--- src/rtl/mips_cpu_bus_pkg.sv ---
`default_nettype none
// ============================================================================
// Module   : mips_cpu_bus_pkg
// Brief    : Shared types and lane helpers for the CPU data-memory bus master.
// Revision : 1.0 - initial release
// ============================================================================
package mips_cpu_bus_pkg;

    typedef enum logic [1:0] {
        SIZE_BYTE = 2'b00,
        SIZE_HALF = 2'b01,
        SIZE_WORD = 2'b10
    } size_e;

    typedef enum logic [1:0] {
        ST_IDLE  = 2'd0,
        ST_BUS   = 2'd1,
        ST_RDATA = 2'd2,
        ST_RESP  = 2'd3
    } state_e;

    localparam logic [1:0] c_size_illegal = 2'b11;

    // Big-endian: byteenable[3] is the byte at offset 0.
    function automatic logic [3:0] lane_enable(input logic [1:0] size, input logic [1:0] off);
        logic [3:0] be;
        case (size)
            SIZE_BYTE: be = 4'b1000 >> off;
            SIZE_HALF: be = off[1] ? 4'b0011 : 4'b1100;
            SIZE_WORD: be = 4'b1111;
            default:   be = 4'b0000;
        endcase
        return be;
    endfunction

    function automatic logic [31:0] place_wdata(input logic [1:0] size, input logic [1:0] off,
                                                input logic [31:0] wdata);
        logic [31:0] d;
        case (size)
            SIZE_BYTE: d = {24'h0, wdata[7:0]} << {2'd3 - off, 3'b000};
            SIZE_HALF: d = off[1] ? {16'h0, wdata[15:0]} : {wdata[15:0], 16'h0};
            SIZE_WORD: d = wdata;
            default:   d = 32'h0;
        endcase
        return d;
    endfunction

endpackage
`default_nettype wire

--- src/rtl/mips_cpu_bus_lane_extract.sv ---
`default_nettype none
// ============================================================================
// Module   : mips_cpu_bus_lane_extract
// Brief    : Picks the addressed lane(s) out of a bus word and extends them.
// Revision : 1.0 - initial release
// ============================================================================
module mips_cpu_bus_lane_extract
    import mips_cpu_bus_pkg::*;
(
    input  logic [31:0] i_readdata,
    input  logic [1:0]  i_size,
    input  logic [1:0]  i_offset,
    input  logic        i_signed,
    output logic [31:0] o_result
);

    logic [7:0]  w_byte;
    logic [15:0] w_half;

    always_comb begin
        case (i_offset)
            2'd0:    w_byte = i_readdata[31:24];
            2'd1:    w_byte = i_readdata[23:16];
            2'd2:    w_byte = i_readdata[15:8];
            default: w_byte = i_readdata[7:0];
        endcase
        w_half = i_offset[1] ? i_readdata[15:0] : i_readdata[31:16];

        case (i_size)
            SIZE_BYTE: o_result = {{24{i_signed & w_byte[7]}}, w_byte};
            SIZE_HALF: o_result = {{16{i_signed & w_half[15]}}, w_half};
            SIZE_WORD: o_result = i_readdata;
            default:   o_result = 32'h0;
        endcase
    end

endmodule
`default_nettype wire

--- src/rtl/mips_cpu_bus_master.sv ---
`default_nettype none
// ============================================================================
// Module   : mips_cpu_bus_master
// Brief    : CPU load/store initiator on a word-addressed big-endian bus with
//            waitrequest stalls and an optional stall timeout.
// Options  : MIPS_CPU_BUS_MASTER_ALIGN_CHECK_EN - misaligned half/word
//            accesses return resp_err instead of being force-aligned.
// Revision : 1.0 - initial release
// ============================================================================
module mips_cpu_bus_master
    import mips_cpu_bus_pkg::*;
#(
    parameter int WAIT_TIMEOUT = 255
) (
    input  logic        clk,
    input  logic        reset,
    input  logic        req_valid,
    output logic        req_ready,
    input  logic        req_write,
    input  logic [1:0]  req_size,
    input  logic        req_signed,
    input  logic [31:0] req_addr,
    input  logic [31:0] req_wdata,
    output logic        resp_valid,
    output logic [31:0] resp_rdata,
    output logic        resp_err,
    output logic [31:0] address,
    output logic        write,
    output logic        read,
    output logic [31:0] writedata,
    input  logic [31:0] readdata,
    output logic [3:0]  byteenable,
    input  logic        waitrequest
);

    localparam logic       c_timeout_en = (WAIT_TIMEOUT != 0);
    localparam logic [8:0] c_wait_limit = 9'(WAIT_TIMEOUT);

    state_e      r_state;
    logic        r_write;
    logic [1:0]  r_size;
    logic [1:0]  r_off;
    logic        r_signed;
    logic [7:0]  r_wait_cnt;
    logic        r_bus_read;
    logic        r_bus_write;
    logic [31:0] r_address;
    logic [3:0]  r_byteenable;
    logic [31:0] r_writedata;
    logic        r_resp_valid;
    logic [31:0] r_resp_rdata;
    logic        r_resp_err;

    logic [1:0]  w_off_eff;
    logic        w_size_bad;
    logic        w_misaligned;
    logic        w_timeout;
    logic [31:0] w_ext;

    // Half/word offsets are forced to their natural alignment; with the
    // alignment check enabled the misaligned cases never reach the bus anyway.
    always_comb begin
        w_size_bad = (req_size == c_size_illegal);
        case (req_size)
            SIZE_HALF: w_off_eff = {req_addr[1], 1'b0};
            SIZE_WORD: w_off_eff = 2'b00;
            default:   w_off_eff = req_addr[1:0];
        endcase
`ifdef MIPS_CPU_BUS_MASTER_ALIGN_CHECK_EN
        w_misaligned = ((req_size == SIZE_HALF) && req_addr[0]) ||
                       ((req_size == SIZE_WORD) && (req_addr[1:0] != 2'b00));
`else
        w_misaligned = 1'b0;
`endif
        w_timeout = c_timeout_en && (({1'b0, r_wait_cnt} + 9'd1) == c_wait_limit);
    end

    mips_cpu_bus_lane_extract u_extract (
        .i_readdata (readdata),
        .i_size     (r_size),
        .i_offset   (r_off),
        .i_signed   (r_signed),
        .o_result   (w_ext)
    );

    always_ff @(posedge clk) begin
        if (reset) begin
            r_state      <= ST_IDLE;
            r_write      <= 1'b0;
            r_size       <= 2'b00;
            r_off        <= 2'b00;
            r_signed     <= 1'b0;
            r_wait_cnt   <= 8'd0;
            r_bus_read   <= 1'b0;
            r_bus_write  <= 1'b0;
            r_address    <= 32'h0;
            r_byteenable <= 4'h0;
            r_writedata  <= 32'h0;
            r_resp_valid <= 1'b0;
            r_resp_rdata <= 32'h0;
            r_resp_err   <= 1'b0;
        end else begin
            r_resp_valid <= 1'b0;
            r_resp_rdata <= 32'h0;
            r_resp_err   <= 1'b0;
            case (r_state)
                ST_IDLE: begin
                    if (req_valid) begin
                        r_write  <= req_write;
                        r_size   <= req_size;
                        r_off    <= w_off_eff;
                        r_signed <= req_signed;
                        if (w_size_bad || w_misaligned) begin
                            r_state      <= ST_RESP;
                            r_resp_valid <= 1'b1;
                            r_resp_err   <= 1'b1;
                        end else begin
                            r_state      <= ST_BUS;
                            r_wait_cnt   <= 8'd0;
                            r_bus_read   <= ~req_write;
                            r_bus_write  <= req_write;
                            r_address    <= {req_addr[31:2], 2'b00};
                            r_byteenable <= lane_enable(req_size, w_off_eff);
                            r_writedata  <= req_write ? place_wdata(req_size, w_off_eff, req_wdata)
                                                      : 32'h0;
                        end
                    end
                end
                ST_BUS: begin
                    if (!waitrequest) begin
                        r_bus_read  <= 1'b0;
                        r_bus_write <= 1'b0;
                        if (r_write) begin
                            r_state      <= ST_RESP;
                            r_resp_valid <= 1'b1;
                            r_address    <= 32'h0;
                            r_byteenable <= 4'h0;
                            r_writedata  <= 32'h0;
                        end else begin
                            // byteenable stays put while the registered read data arrives
                            r_state <= ST_RDATA;
                        end
                    end else if (w_timeout) begin
                        r_state      <= ST_RESP;
                        r_bus_read   <= 1'b0;
                        r_bus_write  <= 1'b0;
                        r_address    <= 32'h0;
                        r_byteenable <= 4'h0;
                        r_writedata  <= 32'h0;
                        r_resp_valid <= 1'b1;
                        r_resp_err   <= 1'b1;
                    end else begin
                        r_wait_cnt <= r_wait_cnt + 8'd1;
                    end
                end
                ST_RDATA: begin
                    r_state      <= ST_RESP;
                    r_resp_valid <= 1'b1;
                    r_resp_rdata <= w_ext;
                    r_address    <= 32'h0;
                    r_byteenable <= 4'h0;
                end
                ST_RESP: begin
                    r_state <= ST_IDLE;
                end
                default: begin
                    r_state <= ST_IDLE;
                end
            endcase
        end
    end

    assign req_ready  = (r_state == ST_IDLE);
    assign resp_valid = r_resp_valid;
    assign resp_rdata = r_resp_rdata;
    assign resp_err   = r_resp_err;
    assign address    = r_address;
    assign write      = r_bus_write;
    assign read       = r_bus_read;
    assign writedata  = r_writedata;
    assign byteenable = r_byteenable;

endmodule
`default_nettype wire

--- config.mk ---
export PLATFORM = sky130hd
export DESIGN_NAME = mips_cpu_bus_master
export DESIGN_NICKNAME = d
export VERILOG_FILES = /design/src/rtl/mips_cpu_bus_pkg.sv /design/src/rtl/mips_cpu_bus_lane_extract.sv /design/src/rtl/mips_cpu_bus_master.sv
export SDC_FILE = /design/constraint.sdc
export NUM_CORES = 1
export LEC_CHECK = 0
export ABC_AREA = 0
export BUFFER_PORTS_ARGS = -buffer_cell sky130_fd_sc_hd__buf_2
export CAP_MARGIN = 20
export CORE_MARGIN = 1.5
export CORE_UTILIZATION = 50
export DETAILED_ROUTE_END_ITERATION = 12
export HOLD_SLACK_MARGIN = 0.1
export PLACE_DENSITY = 0.81
export SLEW_MARGIN = 20
export SYNTH_ARGS = -nofsm -noshare
export SYNTH_HDL_FRONTEND = slang
export SYNTH_SLANG_ARGS = --single-unit
--- constraint.sdc ---
create_clock -name clk -period 2.4 [get_ports clk]
set_input_delay 0.12 -clock clk [delete_from_list [all_inputs] [get_ports clk]]
set_output_delay 0.12 -clock clk [all_outputs]
set_load 0.01 [all_outputs]
==> After elaboration in Yosys (flattened, before gate mapping) <==
Index checks and enable logic that the tools add are counted.
{ "word_totals": {"ff_bits": 120, "elab_cells": 104, "input_bits": 104, "output_inout_bits": 105} }
{ "op_classes": {"n_mux": 51, "eq_ne": 17, "n_reduce_logical": 13, "shift": 2, "n_addsub": 3, "bitwise_logic": 4} }
{ "ops": {"columns": ["operator", "count"], "rows": [
  ["$mux 32", 9],
  ["$pmux 32 s3", 3],
  ["$pmux 32 s2", 1],
  ["$mux 8", 4],
  ["$shl 8x5->32", 1],
  ["$mux 4", 6],
  ["$pmux 4 s3", 2],
  ["$pmux 8 s3", 1],
  ["$mux 16", 1],
  ["$pmux 8 s2", 1],
  ["$reduce_and 5->1", 3],
  ["$mux 1", 13],
  ["$eq 2x2->1 const B", 6],
  ["$add 8x1->9 const B", 1],
  ["$eq 9x8->1 const B", 1],
  ["$add 8x1->8 const B", 1],
  ["$eq 2x1->1 const B", 4],
  ["$logic_not 2->1", 4],
  ["$mux 2", 4],
  ["$ne 2x2->1 const B", 4],
  ["$pmux 2 s4", 1],
  ["$ne 3x3->1 const B", 2],
  ["$pmux 1 s2", 3],
  ["$pmux 2 s2", 1],
  ["other kinds (10)", 13]
]} }

==> Logic depth before layout (Yosys ltp) <==
Gate-level depths: netlist (run 1).
{ "depth": {"word_depth": 9, "ltp_mapped": 9} }

==> Hierarchy <==
A second synthesis (run 1) with hierarchy kept.
{ "unflattened": {"cells_unflattened": 680, "area_unflattened_um2": 6226.0} }
{ "by_module_without_submodules": {"columns": ["mod", "seq_area_each_um2", "instances", "area_each_um2", "cells_each"], "rows": [
  ["mips_cpu_bus_master", 2362.3, 1, 5306.3, 556],
  ["mips_cpu_bus_lane_extract", 0.0, 1, 919.6, 124]
]} }

==> Least setup slack after synthesis (run 1) <==
No wires, ideal clock.
{ "synth_path": {"path_kind": "reg2reg", "from": "reg r_state[0]", "to": "reg r_writedata[27], in the netlist writedata[27]", "required_time_ns": 2.279, "stages_incl_launch_ff": 9, "path_buffers": 1, "t_arrival_ns": 1.873, "setup_time_ns": 0.121, "path_slack_ns": 0.405, "path_cell_list": "dfxtp_1 -> inv_1 -> ha_1 -> and3b_1 -> nor2_2 -> nor2_2 -> nand3_4 -> buf_6 -> mux2_4"} }
{ "synth_between": {"elab_chain_len": 3} }
{ "synth_rtl": {"columns": ["element", "line_no", "source"], "rows": [
  ["start: declaration", "mips_cpu_bus_master.sv:39", "state_e r_state;"],
  ["start signal: assignment", "mips_cpu_bus_master.sv:88", "r_state <= ST_IDLE;"],
  ["start signal: assignment", "mips_cpu_bus_master.sv:114", "r_state <= ST_RESP;"],
  ["start signal: assignment", "mips_cpu_bus_master.sv:118", "r_state <= ST_BUS;"],
  ["$logic_not 2->1 (*)", null, null],
  ["net req_ready", "mips_cpu_bus_master.sv:18", "output logic req_ready,"],
  ["$ne 2x2->1 (no line) or $reduce_bool 2->1 (tied branches)", null, null],
  ["$reduce_and 5->1 (no line)", null, null],
  ["end signal: assignment", "mips_cpu_bus_master.sv:124", "r_writedata <= req_write ? place_wdata(req_size, w_off_eff, req_wdata)"],
  ["end: declaration", "mips_cpu_bus_master.sv:49", "logic [31:0] r_writedata;"]
]} }
Mark *: on every way through the listed nets, which the timed path passes. The rest lies on a longest branch.
A chain may end at the register's enable or synchronous reset.

==> Worst setup path after layout (run 1) <==
{ "layout_path": {"from": "reg r_wait_cnt[0]", "to": "reg r_writedata[12], in the netlist writedata[12]"} }
{ "layout_between": {"elab_chain_len": 4} }
{ "layout_rtl": {"columns": ["element", "line_no", "source"], "rows": [
  ["start: declaration", "mips_cpu_bus_master.sv:44", "logic [7:0] r_wait_cnt;"],
  ["start signal: assignment", "mips_cpu_bus_master.sv:153", "r_wait_cnt <= r_wait_cnt + 8'd1;"],
  ["$add 8x1->9", "mips_cpu_bus_master.sv:75", "w_timeout = c_timeout_en && (({1'b0, r_wait_cnt} + 9'd1) == c_wait_limit);"],
  ["$eq 9x8->1", "mips_cpu_bus_master.sv:75", null],
  ["$ne 3x3->1 (no line)", null, null],
  ["$reduce_and 5->1 (no line)", null, null]
]} }
Every way passes these cells.

==> results by group, run 1 <==
Floorplanning
  • Initial core utilization: between 50% and 60%
  • Die height: between 100 and 150 µm
  • Area of the die: around 12000 µm²
  • Die width: 110 µm
  • Row cnt: 38
  • Core region area: about 11000 µm²
  • IO Pins: around 210

Timing
  • Final Setup Violations: 0
  • Min Hold Slack: ~0.12 ns
  • Fmax achieved: 444 MHz
  • Final Hold Viols: 0
  • Worst slew pin tran: approximately 0.8 ns
  • Max Slew Vio Count: 0
  • RSZ-0062 raised after global routing: no
  • Final min period: 2.25 ns
  • Final period util: between 90% and 100%
  • Final setup margin: 0.150 ns
  • Layout Skew: ~0.0074 ns
  • Post-route setup TNS: 0 ns
  • Rel. slew slack: approximately 46%

Clock network
  • Clk sink count: 118
  • Worst-Skew Late Latency: about 0.4 ns
  • Max clock buf depth: 2
  • CTS Buf Count: 17
  • CTS tree: built
  • H-tree depth: 4
  • Worst-path clk slew: 0.06 ns
  • Root Buffer: clkbuf_16

Critical path
  • Worst r2r src: r_wait_cnt[0]
  • Worst endpoint required time: roughly 2.7 ns
  • Cell count along the critical path: 7
  • Launch point of the critical path: r_wait_cnt[0]
  • Crit start category: register
  • Slowest stage delay, CP: approximately 0.47 ns
  • CP top delay family: simple AND/OR/NAND/NOR gates
  • Worst Setup End Kind: register
  • Reg2Reg Depth: 7
  • Critical Path, Cell by Cell: ha_2 > xor2_1 > nand4_2 > o21ai_4 > buf_4 > and3_1 > a311oi_1
  • Buf/Inv on CP: 1
  • CP Class: reg2reg
  • Critical Path AT: 2.52 ns
  • Critical path's slowest cell: dfxtp_1
  • Worst-path maximum fanout: 11

Synth
  • Synth Warn #: 0
  • #FFs+latches synth: 118
  • Post-synth ARST share: 0%
  • Post-Syn Instances: around 640
  • Synthesized area: 5710 µm²
  • Post-synth EDFFs: 0
  • Synth Flop Type: dfxtp_1
  • Yosys top cell by area: dfxtp_1
  • Top-area cell type share of the netlist area: roughly two fifths
  • Mean area per synthesized cell: 8.91 µm²
  • Synth top area cells: dfxtp_1, mux2i_1, nand2_1, a21oi_1, mux4_2
  • Post-synthesis cell type count: 64
  • Sequential element share of the synthesized area: between 40 and 50%

Global route
  • Vias in the first global route: approximately 6200
  • Largest net degree at the start of global routing: 56
  • Antenna violations before repair: 0
  • Congestion Overflow GR: 0
  • First-pass GRT wire length: between 20 and 30 mm
  • Total GRT Usage: between 30% and 40%

Routing
  • Met3 WL: 1.85 mm
  • Via count: 6274
  • Detailed-router iteration count before antenna repair: 8
  • Antenna Nets Post-Route: 0
  • Routed WL: roughly 19 mm
  • # DRC: 0
  • Top Layer Used: met4
  • Routed met1 length: 7.10 mm
  • DR WL/cell: 17.8 µm
  • First DRT Iteration DRCs: 556
  • Via-per-instance ratio: between 5 and 6
  • WL met2: ~9.4 mm

Pwr
  • P per Cell Area: 942 nW/µm²
  • Max IR drop VDD: around 700 µV
  • Pwr Total: between 7 and 8 mW
  • P_leak: 3.77 nW

Placement
  • Dpl ws: around 0.056 ns
  • PortBufs: ~210
  • DP HPWL: about 12 mm
  • Routability cong.: 0.895

Final layout
  • Synth-to-layout area growth: 44.9%
  • Nets: between 1000 and 1500
  • Layout cells sized above 1: slightly above 30%
  • Fillers: 724

Flow run
  • Max-cap viol count: 0

Min path
  • HP Start: req_wdata[21]
  • Hold WC Path Type: in2reg
  • WHS Path Cells: 4

Status
  • Outcome: complete, no violations
## kinds of logic (layout without fill, tap and decap cells)
kind of cell | count (synthesis) | after routing | synth area share [%]
compound gates | 136 | 136 | 16.4
other cells | 1 | 4 | 0.0657
fa+ha+maj | 10 | 10 | 2.19
mux | 75 | 75 | 15.3
simple gates | 236 | 236 | 19.0
buf+inv | 63 | 354 | 5.35
flops | 118 | 118 | 41.4
xor+xnor | 2 | 2 | 0.307
## worst reg2reg max path: stages, from the launching register on
cell      delay (ns)
dfxtp_1         0.47
ha_2            0.31
xor2_1          0.19
nand4_2         0.19
o21ai_4         0.28
buf_4           0.21
and3_1          0.33
a311oi_1        0.14
## metal layers
layer  track usage (%)  vias to the layer above
li1                  -                     2855
met1              33.5                     2936
met2              53.6                      402
met3              9.78                       81
met4              19.7                        0
met5                 0                        -
## per-stage QoR
| step | instance area, µm² | std cells | util [%] |
|---|---|---|---|
| 3_3_place_gp | 6790 | 956 | 61.8 |
| 3_5_place_dp | 6790 | 956 | 61.8 |
| 6_report | 8270 | 1075 | 75.3 |
| 2_1_floorplan | 5710 | 642 | - |
| 4_1_cts | 8250 | 1073 | 75.2 |
| 5_1_grt | 8270 | 1073 | 75.3 |
## flip-flops by register name, indices dropped and copies added (netlist names)
register / count
r_size: 2
write: 1
r_wait_cnt: 8
r_write: 1
resp_err: 1
address: 30
r_off: 2
resp_rdata: 32
writedata: 32
r_signed: 1
read: 1
byteenable: 4
r_state: 2
resp_valid: 1
## Yosys cell counts, types with 8 or more instances
master     number
o2111ai_1       9
o21ai_0        17
a22o_1          8
a22oi_1        14
nor2_1         34
dfxtp_1       118
nand3_1        18
ha_1           10
a21oi_1        39
nand2_1       134
a222oi_1        8
inv_1          14
a31oi_1         9
mux2i_1        53
a311oi_1        9
nor2b_1        11
mux2_2         11
clkbuf_1       27
## timing repair
action,4_1_cts,5_1_grt
hold endpoints to repair,82,0
setup buffers,0,0
gates resized for setup,0,4
hold buffers,85,0
endpoints found under the setup margin,0,58
## where the power goes
part           leakage [nW]  switching (mW)  internal [mW]  total, mW
sequential            0.958           0.208           2.32       2.53
clock                 0.293           0.907           1.69       2.60
combinational          2.52            1.52           1.15       2.67
## layout make-up
type / instances / area, µm² / share of cell area, %
multi-input combinational: 461 / 3050 / 36.9
sequential: 118 / 2360 / 28.6
timing repair buffer: 307 / 2010 / 24.3
clock buffer: 21 / 460 / 5.57
tap: 140 / 175 / 2.12
clock inverter: 11 / 150 / 1.82
inverter: 15 / 56.3 / 0.681
antenna: 2 / 5.00 / 0.0605
## cells in the final DEF (no fill, tap or decap), types with 14 or more instances in the layout
cell and count:
a22oi_1 14, mux2i_1 53, inv_1 14, clkbuf_16 17, dfxtp_1 118, o21ai_0 17, nand2_1 134, nand3_1 18
buf_2 206, buf_4 14, nor2_1 33, dlygate4sd3_1 85, a21oi_1 39
## worst paths after layout
path,endpoint,slack (ns)
setup reg to reg,writedata[12],0.15
hold / removal,writedata[21],0.12
setup / recovery,writedata[12],0.15
hold reg to reg,byteenable[1],0.46
Note: power is estimated with default switching activity, not from simulation.
==> inputs of run 2 (changes only) <==
CORE_UTILIZATION = 54   (was 50)
CTS_BUF_LIST = sky130_fd_sc_hd__clkbuf_16   (was unset)
PLACE_DENSITY = 0.86   (was 0.81)
clock period = 2.6 ns   (was 2.4 ns; I/O delays follow)
==> run 2 against run 1 <==
Net effect: worst setup slack lost 0.067 ns; register-to-register slack lost 0.07 ns; clock skew grew 0.0041 ns; largest power group unchanged; core utilization grew 4.8 points; clock power shrank 15%; via count grew 2.8%; wire length grew 5.3%; critical path depth is the same; largest cell class unchanged; non-clock buffer count grew 3.
==> results by group, run 2 (synthesis results as in run 1) <==
Placement
  • DP HPWL: 12.1 mm (about the same)
  • PortBufs: 206 (unchanged)
  • Routability cong.: 0.898 (+0.40%)

Critical path
  • Worst Setup EP: address[23]
  • CP Class: reg2reg
  • Critical path's slowest cell: dfxtp_1
  • Most used cell, CP: nand4_1
  • Worst Setup End Kind: register
  • Reg2Reg Depth: 7 (unchanged)
  • Critical Path AT: 2.81 ns (+0.29 ns)
  • Worst-path maximum fanout: 34 (+23)
  • Launch point of the critical path: r_wait_cnt[0]
  • Critical Path, Cell by Cell: ha_2 > and4bb_2 > nand3_1 > nand4_1 > nand4_1 > buf_12 > mux2i_1
  • Slowest stage delay, CP: 0.47 ns (about the same)
  • Worst r2r src: r_wait_cnt[0]
  • RR Endpoint: address[23]
  • R2r setup slk: 0.08 ns (-0.07 ns)
  • Crit start category: register
  • Worst endpoint required time: 2.89 ns (+0.22 ns)

Timing
  • RSZ-0062 raised after global routing: no
  • Final Setup Violations: 0 (unchanged)
  • Layout Skew: 0.0115 ns (+0.00415 ns)
  • Fmax achieved: 397 MHz (-11%)
  • Final Hold Viols: 0 (unchanged)
  • Rel. slew slack: 48.7% (+3.0 points)
  • Final period util: 96.8% (+3.1 points)
  • Final min period: 2.52 ns (+0.267 ns)
  • Worst slew pin tran: 0.766 ns (-0.0485 ns)
  • Max Slew Vio Count: 0 (unchanged)
  • Post-route setup TNS: 0 ns (unchanged)

Clock network
  • CTS tree: built
  • Root Buffer: clkbuf_16
  • H-tree depth: 4 (unchanged)
  • Max clock buf depth: 2 (unchanged)
  • Clk sink count: 118 (unchanged)
  • Worst-Skew Late Latency: 0.41 ns (about the same)
  • Worst-path clk slew: 0.05 ns (about the same)
  • CTS Buf Count: 17 (unchanged)

Routing
  • Detailed-router iteration count before antenna repair: 8 (unchanged)
  • DR WL/cell: 18.8 µm (+5.8%)
  • Via-per-instance ratio: 6.03 (+3.2%)
  • # DRC: 0 (unchanged)
  • Antenna Nets Post-Route: 0 (unchanged)
  • Via count: 6447 (+2.8%)
  • First DRT Iteration DRCs: 738 (+33%)
  • Routed WL: 20.2 mm (+5.3%)

Pwr
  • Pwr Total: 7.10 mW (-8.9%)
  • Max IR drop VDD: 897 µV (+31%)
  • P per Cell Area: 862 nW/µm² (-8.5%)
  • P_leak: 3.77 nW (about the same)

Final layout
  • Layout cells sized above 1: 30.9% (+0.074 points)
  • Synth-to-layout area growth: 44.3%
  • Commonest non-fill, non-tap cell in the layout: buf_2
  • Most frequent cells in the layout: buf_2, nand2_1, dfxtp_1
  • Ant. Diodes: 0 (-2)
  • Nets: 1037 (+0.29%)

Status
  • Outcome: complete, no violations

Global route
  • Total GRT Usage: 36.1% (+4.7 points)
  • Vias in the first global route: 6523 (+5.9%)
  • Largest net degree at the start of global routing: 56 (unchanged)
  • Congestion Overflow GR: 0 (unchanged)
  • Antenna violations before repair: 0 (unchanged)
  • First-pass GRT wire length: 31.9 mm (+9.3%)

Floorplanning
  • Initial core utilization: 55.6% (+3.6 points)
  • IO Pins: 209 (unchanged)
  • Die width: 106 µm (-3.7%)
  • Core region area: 10300 µm² (-6.4%)
  • Die height: 106 µm (-3.7%)
  • Area of the die: 11200 µm² (-7.2%)
  • Row cnt: 37 (-2.6%)

Flow run
  • Max-cap viol count: 0 (unchanged)

Min path
  • Hold WC Path Type: in2reg
-- run 2: cell types whose count changed in the layout (fill, tap and decap cells not counted), moves of 2 or more --
| cell | change |
|---|---|
| clkinv_2 | +3 |
| buf_4 | +3 |
| buf_12 | +2 |
| clkbuf_8 | -2 |
| clkbuf_1 | -2 |
| diode_2 | -2 |
| buf_6 | -2 |
| clkinv_4 | -4 |
| inv_1 | +2 |
-- run 2: stage by stage --
step	hold slack, ns	area (µm²)	worst slack (ns)	std cells	utilization, %
final	0.118	8240	0.0828	1070	80.2
after global routing	0.156	8240	0.0417	1070	80.2
after floorplan	0.266	5710	0.605	642	-
after global placement	0.374	6800	0.391	952	66.2
after detailed placement	0.384	6800	0.229	952	66.2
after CTS	0.108	8200	0.190	1067	79.8
-- run 2: worst min path at each step --
stage / start / endpoint / slack (ns) / depth (start not counted)
3_3_place_gp: req_addr[27] / address[27] / 0.37 / 3
6_report: req_wdata[19] / writedata[19] / 0.12 / 4
5_1_grt: req_wdata[26] / writedata[26] / 0.16 / 4
4_1_cts: req_wdata[21] / writedata[21] / 0.11 / 4
3_5_place_dp: req_addr[14] / address[14] / 0.38 / 3
2_1_floorplan: readdata[15] / resp_rdata[15] / 0.27 / 2
-- run 2: where the power goes --
part	internal (mW)	total, mW	switching, mW
logic	1.09	2.54	1.45
registers	2.14	2.35	0.209
clock network	1.38	2.21	0.831
total	4.61	7.10	2.49
-- run 2: cell type report --
cell class                      instances  area (µm²)
Clock inverter                         13         119
Fill cell                             618        2040
Inverter                               15        56.3
Clock buffer                           17         425
Sequential cell                       118        2360
Multi-Input combinational cell        461        3060
Tap cell                              136         170
Timing Repair Buffer                  310        2050
-- run 2: metal layers --
metal	routed length, µm	share of wire [%]	track usage (%)	vias to the layer above
li1	-	-	-	2860
met2	10200	51	62.2	466
met4	989	4.9	22.6	0
met3	1850	9.2	9.77	124
met1	7100	35	39.0	2997
met5	0	0	0	-
-- run 2: repair_timing --
item	4_1_cts	5_1_grt
buffers inserted	0	3
hold endpoints to repair	81	0
hold buffers	85	0
resized for setup	0	2
endpoints found under the setup margin	0	49
-- run 2: worst max-delay path, delay by kind of cell, from the launching register on --
kind / cells / cell delay (ns)
fa+ha+maj: 1 / 0.31
buf+inv: 1 / 0.28
flops: 1 / 0.47
mux: 1 / 0.37
simple gates: 4 / 0.96
